### src/rtl/result_writer.sv
// result_writer: delays the fetch enable by LATENCY and writes DEPTH products to result BRAM port B.
// Optional RESULT_CHECKSUM_EN adds csum, the running sum of every product written this run.
module result_writer #(
    parameter int OPW     = 16,
    parameter int ADDR_W  = 4,
    parameter int DEPTH   = 16,
    parameter int LATENCY = 2
) (
    input  logic              clka,
    input  logic              reset,
    input  logic              start_stop,
    input  logic              src_en,
    input  logic [2*OPW-1:0]  p,
    output logic [ADDR_W-1:0] addrb,
    output logic              enb,
    output logic              web,
    output logic [2*OPW-1:0]  dinb,
    output logic [ADDR_W:0]   wr_count,
    output logic              done
`ifdef RESULT_CHECKSUM_EN
    ,
    output logic [2*OPW-1:0]  csum
`endif
);
    typedef enum logic [1:0] {IDLE, RUN, DONE} state_t;
    state_t              state;
    logic [LATENCY-1:0]  sr;
    logic [ADDR_W-1:0]   ptr;
    logic                ss_prev;
    logic                stb;
    logic                last;
    assign stb  = sr[LATENCY-1];
    assign last = wr_count == (ADDR_W+1)'(DEPTH - 1);
    always_ff @(posedge clka or posedge reset) begin
        if (reset) begin
            state    <= IDLE;
            sr       <= '0;
            ptr      <= '0;
            ss_prev  <= 1'b0;
            addrb    <= '0;
            enb      <= 1'b0;
            web      <= 1'b0;
            dinb     <= '0;
            wr_count <= '0;
            done     <= 1'b0;
`ifdef RESULT_CHECKSUM_EN
            csum     <= '0;
`endif
        end else begin
            ss_prev <= start_stop;
            enb     <= 1'b0;
            web     <= 1'b0;
            case (state)
                IDLE: begin
                    sr <= '0;
                    if (start_stop && !ss_prev) begin
                        state    <= RUN;
                        ptr      <= '0;
                        wr_count <= '0;
`ifdef RESULT_CHECKSUM_EN
                        csum     <= '0;
`endif
                    end
                end
                RUN: begin
                    sr <= LATENCY'({sr, src_en});
                    if (stb) begin
                        addrb    <= ptr;
                        dinb     <= p;
                        enb      <= 1'b1;
                        web      <= 1'b1;
                        ptr      <= ptr + 1'b1;
                        wr_count <= wr_count + 1'b1;
`ifdef RESULT_CHECKSUM_EN
                        csum     <= csum + p;
`endif
                    end
                    // an abort still lets this cycle's write through, but never enters DONE
                    if (!start_stop)
                        state <= IDLE;
                    else if (stb && last) begin
                        state <= DONE;
                        done  <= 1'b1;
                    end
                end
                DONE: begin
                    sr <= LATENCY'({sr, src_en});
                    if (!start_stop) begin
                        state <= IDLE;
                        done  <= 1'b0;
                    end
                end
                default: state <= IDLE;
            endcase
        end
    end
endmodule

### config.mk
export PLATFORM = sky130hd
export DESIGN_NAME = result_writer
export DESIGN_NICKNAME = d
export VERILOG_FILES = /design/src/rtl/result_writer.sv
export SDC_FILE = /design/constraint.sdc
export NUM_CORES = 1
export LEC_CHECK = 0
export CORE_UTILIZATION = 48
export CTS_CLUSTER_DIAMETER = 50
export DETAILED_ROUTE_END_ITERATION = 8
export PLACE_DENSITY = 0.81
export SKIP_LAST_GASP = 1
export SYNTH_ARGS = -nofsm -noshare
export SYNTH_HDL_FRONTEND = slang
export SYNTH_SLANG_ARGS = --single-unit
### constraint.sdc
create_clock -name clka -period 3.1 [get_ports clka]
set_clock_uncertainty 0.1 [all_clocks]
set_input_delay 0.465 -clock clka [delete_from_list [all_inputs] [get_ports clka]]
set_output_delay 0.465 -clock clka [all_outputs]
set_load 0.05 [all_outputs]
==> impl_metrics.yaml, run 1 <==
clocking:
  cts_tree: "yes"
  cts_max_path_buffers: 2
  worst_setup_hold_path_clk_slew_ns: 0.09
  gates_resized_cts_repair: 0
  cts-htree-levels: 2
  cts.root.buffer_cell: "clkbuf_8"
  post_cts_buffers: 0
  cts_buffers: 5
  holdBufCountCts: 0
  cts_sinks: 52
  worstSkewPairLatency_ns: 0.30
detailed_routing:
  wl_per_cell_um: 14.31
  drt_wl_total_mm: 4.278
  detailroute.via_count: 1527
  drt_pass1_iterations: 4
  drcViolationCount: 0
  dr.first_iter.drc_count: 72
  vias_per_cell: 5.107
  route.antenna.remaining_nets: 0
sta:
  hold_violations: 0
  setup-tns-final_ns: 0
  timing.max_slew.rel_slack: 0.4378
  finalWorstPathRequiredPeriod_ns: 2.173
  final_min_period_over_clock_period: 0.7008
  setup_viol_count_final: 0
  grt_setup_unrepaired: "no"
  tightestPinTransition_ns: 0.8403
  fmax_mhz: 460.3
  final-max-slew-violation-count: 0
logic_synthesis:
  synth_top_cells_by_area: "dfrtp_1 (58%), mux2_2 (15%), ha_1 (3.9%), mux2i_1 (3.1%), mux2_1 (3.0%)"
  post-synth-top-area-fraction: 0.5800
  synth_largest_area_cell: "dfrtp_1"
  number_of_enable_flip_flop_cells_after_synthesis: 0
  yosys.cell_types.count: 27
  synth_cells: 167
  combined_area_of_all_synthesized_cells_um2: 2243
  synth_seq_area_share: 0.5800
  mappedNetlistNets: 210
  synth.yosys.warnings: 0
  postSynth.asyncResetShare: 1.000
  postSynthAreaPerCell_um2: 13.43
  synth_flop_cell: "dfrtp_1"
  synth-seq-cells: 52
critical_path:
  path_max_fanout: 39
  endpoint_kind: "flop"
  crit_chain: "inv_1, ha_1, nand2_2, mux2_1"
  crit_required_ns: 3.19
  criticalPathCategory: "flop to flop"
  critical_path.max_stage_delay_ns: 0.56
  cp.buffers_inverters: 1
  critical-path-slowest-cell: "nand2_2"
  worst-endpoint-arrival_ns: 2.26
  critical-path-top-delay-family: "simple AND/OR/NAND/NOR gates"
  cp-start-kind: "flop"
grt:
  grt_max_degree: 53
  globalRouteTotalUtil: 0.1886
  grt_overflow_total: 0
  via_count_of_the_first_global_routing_pass: 1553
  grt_first_pass_wirelength_mm: 7.355
  antenna_found_initial: 0
worst_hold_path:
  holdCritPathClass: "flop to flop"
floorplanning:
  core-area_um2: 4414
  design.portCount: 80
  num_rows: 24
  initial_utilization: 0.5082
  design.die.area_um2: 4951
  y_dimension_of_the_die_um: 70.37
  floorplan.die.width_um: 70.37
cells_and_area:
  layout_common_cells: "clkdlybuf4s50_1 (79), dfrtp_1 (52), mux2_2 (29)"
  antenna_cells_inserted: 0
  area_growth_syn_to_layout_pct: 40.88
  post-route-util: 0.7160
  layout_commonest_cell: "clkdlybuf4s50_1"
  final_layout_size_suffix_gt1_frac: 0.1822
  fin_nets: 289
run_status:
  status: "finished clean"
pwr:
  powerDensity_nw_per_um2: 1086
  worst_ir_drop_vdd_uv: 723.9
  p_leak_nw: 1.352
place:
  io_buffer_count: 79
  post_detailed_placement_half_perimeter_wirelength_mm: 3.069
  finalWeightedCongestion: 0.7374
run:
  drv_cap: 0
==> cells by family (layout without fill, tap and decap cells) <==
family                   Yosys count  in the layout  synth area share
adder cells (fa/ha/maj)            7              7           0.03904
multiplexers                      43             43            0.2130
flip-flops                        52             52            0.5800
AND/OR/NAND/NOR                   26             26           0.05856
AO/OA/AOI/OAI                     19             19           0.06358
buffers and inverters             20            100           0.04573
==> report_power, final <==
part | total, mW | switching, mW | leakage (nW) | internal [mW]
Clock | 0.460 | 0.221 | 0.0541 | 0.239
Combinational | 1.88 | 1.20 | 0.660 | 0.685
Sequential | 1.09 | 0.144 | 0.638 | 0.945
==> state kept, by name, summed over array words and instances, names as in the netlist <==
register and count:
sr 2, dinb 32, ss_prev 1, wr_count 5
done 1, web 1, ptr 4, state 2
addrb 4
==> synth_stat cells (2+ instances only) <==
cell type,n
a211oi_1,3
a21oi_1,2
buf_2,4
buf_4,2
buf_6,2
dfrtp_1,52
ha_1,7
inv_1,12
mux2_1,6
mux2_2,29
mux2i_1,7
nand2_1,15
nand2b_1,5
nand3_1,2
o21ai_0,6
o22ai_2,2
==> path summary, 6_finish.rpt <==
kind                       slack [ns]  cells past startpoint                 start                   end
min reg2reg                      0.39                      2     sr[0]$_DFFE_PP0P_     sr[0]$_DFFE_PP0P_
max                              0.93                      4  state[1]$_DFFE_PP0P_   dinb[3]$_DFFE_PP0P_
min in group asynchronous        0.54                      3                 reset  dinb[27]$_DFFE_PP0P_
min                              0.39                      2     sr[0]$_DFFE_PP0P_     sr[0]$_DFFE_PP0P_
max reg2reg                      0.93                      4  state[1]$_DFFE_PP0P_   dinb[3]$_DFFE_PP0P_
max in group asynchronous        1.91                      3                 reset  state[1]$_DFFE_PP0P_
==> worst min-delay path, stage by stage, from the launching register on <==
cell and delay (ns):
dfrtp_1 0.35, nand2_1 0.05, o21ai_0 0.06
==> through the flow <==
step	instances	power, mW	hold slack [ns]	setup WS, ns	cell area, um^2
floorplan	167	2.369	0.3502	1.204	2243
detailed placement	291	3.002	0.3705	0.9174	3049
finish	299	3.434	0.3874	0.9275	3161
CTS	299	3.464	0.3916	0.9038	3161
global placement	291	2.970	0.3630	0.9706	3049
global route	299	3.602	0.4212	0.7174	3161
==> metal layers <==
metal | up-vias | wire, um | track usage
met5 | - | 0 | 0
met4 | 0 | 82 | 0.07556
met3 | 7 | 176 | 0.03463
met2 | 42 | 2198 | 0.3069
met1 | 749 | 1821 | 0.2488
li1 | 729 | - | -
==> final cells by class <==
type	count	area (um^2)
Timing Repair Buffer	80	798.3
Multi-Input combinational cell	95	839.6
Sequential cell	52	1301
Clock inverter	3	42.54
Fill cell	327	1254
Clock buffer	5	68.82
Inverter	12	45.04
Tap cell	52	65.06
Note: power is estimated with default switching activity, not from simulation.
==> run 2, diff against run 1 <==
--- a/config.mk
+++ b/config.mk
@@ -5,10 +5,10 @@
 export SDC_FILE = /design/constraint.sdc
 export NUM_CORES = 1
 export LEC_CHECK = 0
-export CORE_UTILIZATION = 48
+export CORE_UTILIZATION = 44
 export CTS_CLUSTER_DIAMETER = 50
 export DETAILED_ROUTE_END_ITERATION = 8
-export PLACE_DENSITY = 0.81
+export PLACE_DENSITY = 0.75
 export SKIP_LAST_GASP = 1
 export SYNTH_ARGS = -nofsm -noshare
 export SYNTH_HDL_FRONTEND = slang
==> constraint.sdc (replaced) <==
create_clock -name clka -period 2.3 [get_ports clka]
set_clock_uncertainty 0.1 [all_clocks]
set_input_delay 0.345 -clock clka [delete_from_list [all_inputs] [get_ports clka]]
set_output_delay 0.345 -clock clka [all_outputs]
set_load 0.05 [all_outputs]
==> run 2 against run 1 <==
Compared with the run above: first-iteration DRC count is 33% higher; via count is 0.26% lower; routed wire length is 2.8% higher; sequential cell count stayed put; sequential share of layout area is 0.31 points lower; combinational power is 36% higher; worst hold slack worse by 0.16 ns; cell count is 5.7% higher; sequential power is 35% higher; global-route usage is 1.4 points lower; critical endpoint is now wr_count[0]; largest cell class unchanged.
==> impl_metrics.yaml, run 2 (synthesis gave the netlist of run 1 again) <==
run_status:
  status: "finished clean"
grt:
  globalRouteTotalUtil: 0.1746
  global_route.usage.met3: 0.05075
  busiest_layer: "met2"
  grt_overflow_total: 0
  gr-usage-met2: 0.2932
  grt_use_met1: 0.2167
  via_count_of_the_first_global_routing_pass: 1517
  grt_first_pass_wirelength_mm: 7.031
  grt_max_degree: 32
  antenna_found_initial: 0
cells_and_area:
  post-route-util: 0.6610
  largest_register_ff_count: 32
  fill_cells: 397
  finish.instance_area_um2: 3184
  ff_latch_area_um2: 1301
  antenna_cells_inserted: 0
  layout_common_cells: "clkdlybuf4s50_1 (79), dfrtp_1 (52), mux2_2 (29)"
  area_growth_syn_to_layout_pct: 41.94
  largest_register: "dinb"
  fin_nets: 292
  largestRegisters: "dinb: 32 flops, wr_count: 5 flops"
  stdcell_count: 316
  final_layout_size_suffix_gt1_frac: 0.1888
  multi_input_comb_area_um2: 839.6
  layout_commonest_cell: "clkdlybuf4s50_1"
critical_path:
  crit_required_ns: 1.86
  reg2reg_from: "state[1]$_DFFE_PP0P_"
  criticalPathCategory: "flop to output port"
  worst-endpoint-arrival_ns: 1.55
  critical_path_endpoint: "wr_count[0]"
  worst-r2r-cell-count: 5
  critical_path.max_stage_delay_ns: 0.83
  timing.critical_path.from: "wr_count[0]$_DFFE_PP0P_"
  worst-r2r-setup-slack_ns: 0.39
  critical-path-top-delay-family: "buffers and inverters"
  crit_chain: "clkdlybuf4s50_1"
  endpoint_kind: "output port"
  cp.buffers_inverters: 1
  path_max_fanout: 4
  depth_of_the_critical_timing_path_with_buffers_and_inverters_included: 1
  critical-path-slowest-cell: "clkdlybuf4s50_1"
  r2r_end: "dinb[3]$_DFFE_PP0P_"
  cp-start-kind: "flop"
clocking:
  post_cts_buffers: 0
  cts.root.buffer_cell: "clkbuf_8"
  cts_sinks: 52
  gates_resized_cts_repair: 0
  cts_tree: "yes"
  worst_setup_hold_path_clk_slew_ns: 0.09
  worstSkewPairLatency_ns: 0.30
  cts_buffers: 5
  holdBufCountCts: 0
  cts_max_path_buffers: 2
  cts-htree-levels: 2
place:
  finalWeightedCongestion: 0.8227
  place_area_um2: 3103
  io_buffer_count: 79
  post_detailed_placement_half_perimeter_wirelength_mm: 3.288
  placedCellCount: 309
  dp_slack_ns: 0.3689
sta:
  final_min_period_over_clock_period: 0.8662
  final-max-slew-violation-count: 0
  hold_violations: 0
  tightestPinTransition_ns: 0.5384
  timing.max_slew.rel_slack: 0.6400
  finalWorstPathRequiredPeriod_ns: 1.992
  setup_slack_ns: 0.3078
  grt_setup_unrepaired: "no"
  setup-tns-final_ns: 0
  fmax_mhz: 502.0
  setup_viol_count_final: 0
floorplanning:
  design.die.area_um2: 5388
  floorplan.die.width_um: 73.41
  initial_utilization: 0.4657
  num_rows: 25
  y_dimension_of_the_die_um: 73.41
  core-area_um2: 4817
  design.portCount: 80
detailed_routing:
  vias_per_cell: 4.820
  wl_per_cell_um: 13.92
  drt_wl_total_mm: 4.399
  drcViolationCount: 0
  route.antenna.remaining_nets: 0
  drt_pass1_iterations: 4
  detailroute.via_count: 1523
  dr.first_iter.drc_count: 96
pwr:
  worst_ir_drop_vdd_uv: 1046
  combPwrFrac: 0.566
  power_frac_seq: 0.325
  p_leak_nw: 1.358
  switching_share: 0.4656
  net_switching_power_mw: 2.100
  powerDensity_nw_per_um2: 1417
  cell_internal_pwr_mw: 2.411
  pwr-share-clk: 0.109
worst_hold_path:
  holdCritPathClass: "input port to async pin"
run:
  drv_cap: 0
[run 2: changes by cell type in the layout (fill, tap and decap cells not counted), sizes merged]
cell    change
bufinv      -1
buf         +3
[run 2: area by class of cell]
| cell class | count | area share |
|---|---|---|
| inverter | 12 | 0.01415 |
| clock buffer | 5 | 0.02161 |
| multi-input combinational | 95 | 0.2637 |
| timing repair buffer | 83 | 0.2617 |
| sequential | 52 | 0.4086 |
| tap | 67 | 0.02633 |
| clock inverter | 2 | 0.003929 |
[run 2: per-stage QoR]
stage	hold WS, ns	power (mW)
after global routing	0.2641	4.729
after detailed placement	0.3777	4.053
final	0.2316	4.511
after floorplan	0.2764	3.193
after global placement	0.3712	4.015
after CTS	0.2386	4.556
[run 2: layer usage]
metal	part of all wire	vias up	routed length [um]
li1	-	734	-
met1	0.43	748	1905
met2	0.51	36	2259
met3	0.043	5	190
met4	0.010	0	44
met5	0	-	0
[run 2: power groups by stage]
stage	Combinational [mW]	Sequential, mW	Clock [mW]
after floorplan	0.555	2.64	0
final	2.55	1.47	0.493
after global routing	2.66	1.52	0.550
after global placement	2.54	1.48	0
after CTS	2.57	1.47	0.514
after detailed placement	2.57	1.49	0
[run 2: worst min-delay path by stage]
stage	endpoint	cells after the start
2_1_floorplan	ss_prev$_DFF_PP0_	0
3_3_place_gp	sr[0]$_DFFE_PP0P_	2
3_5_place_dp	addrb[1]$_DFFE_PP0P_	2
4_1_cts	dinb[20]$_DFFE_PP0P_	2
5_1_grt	dinb[10]$_DFFE_PP0P_	2
6_report	dinb[20]$_DFFE_PP0P_	2
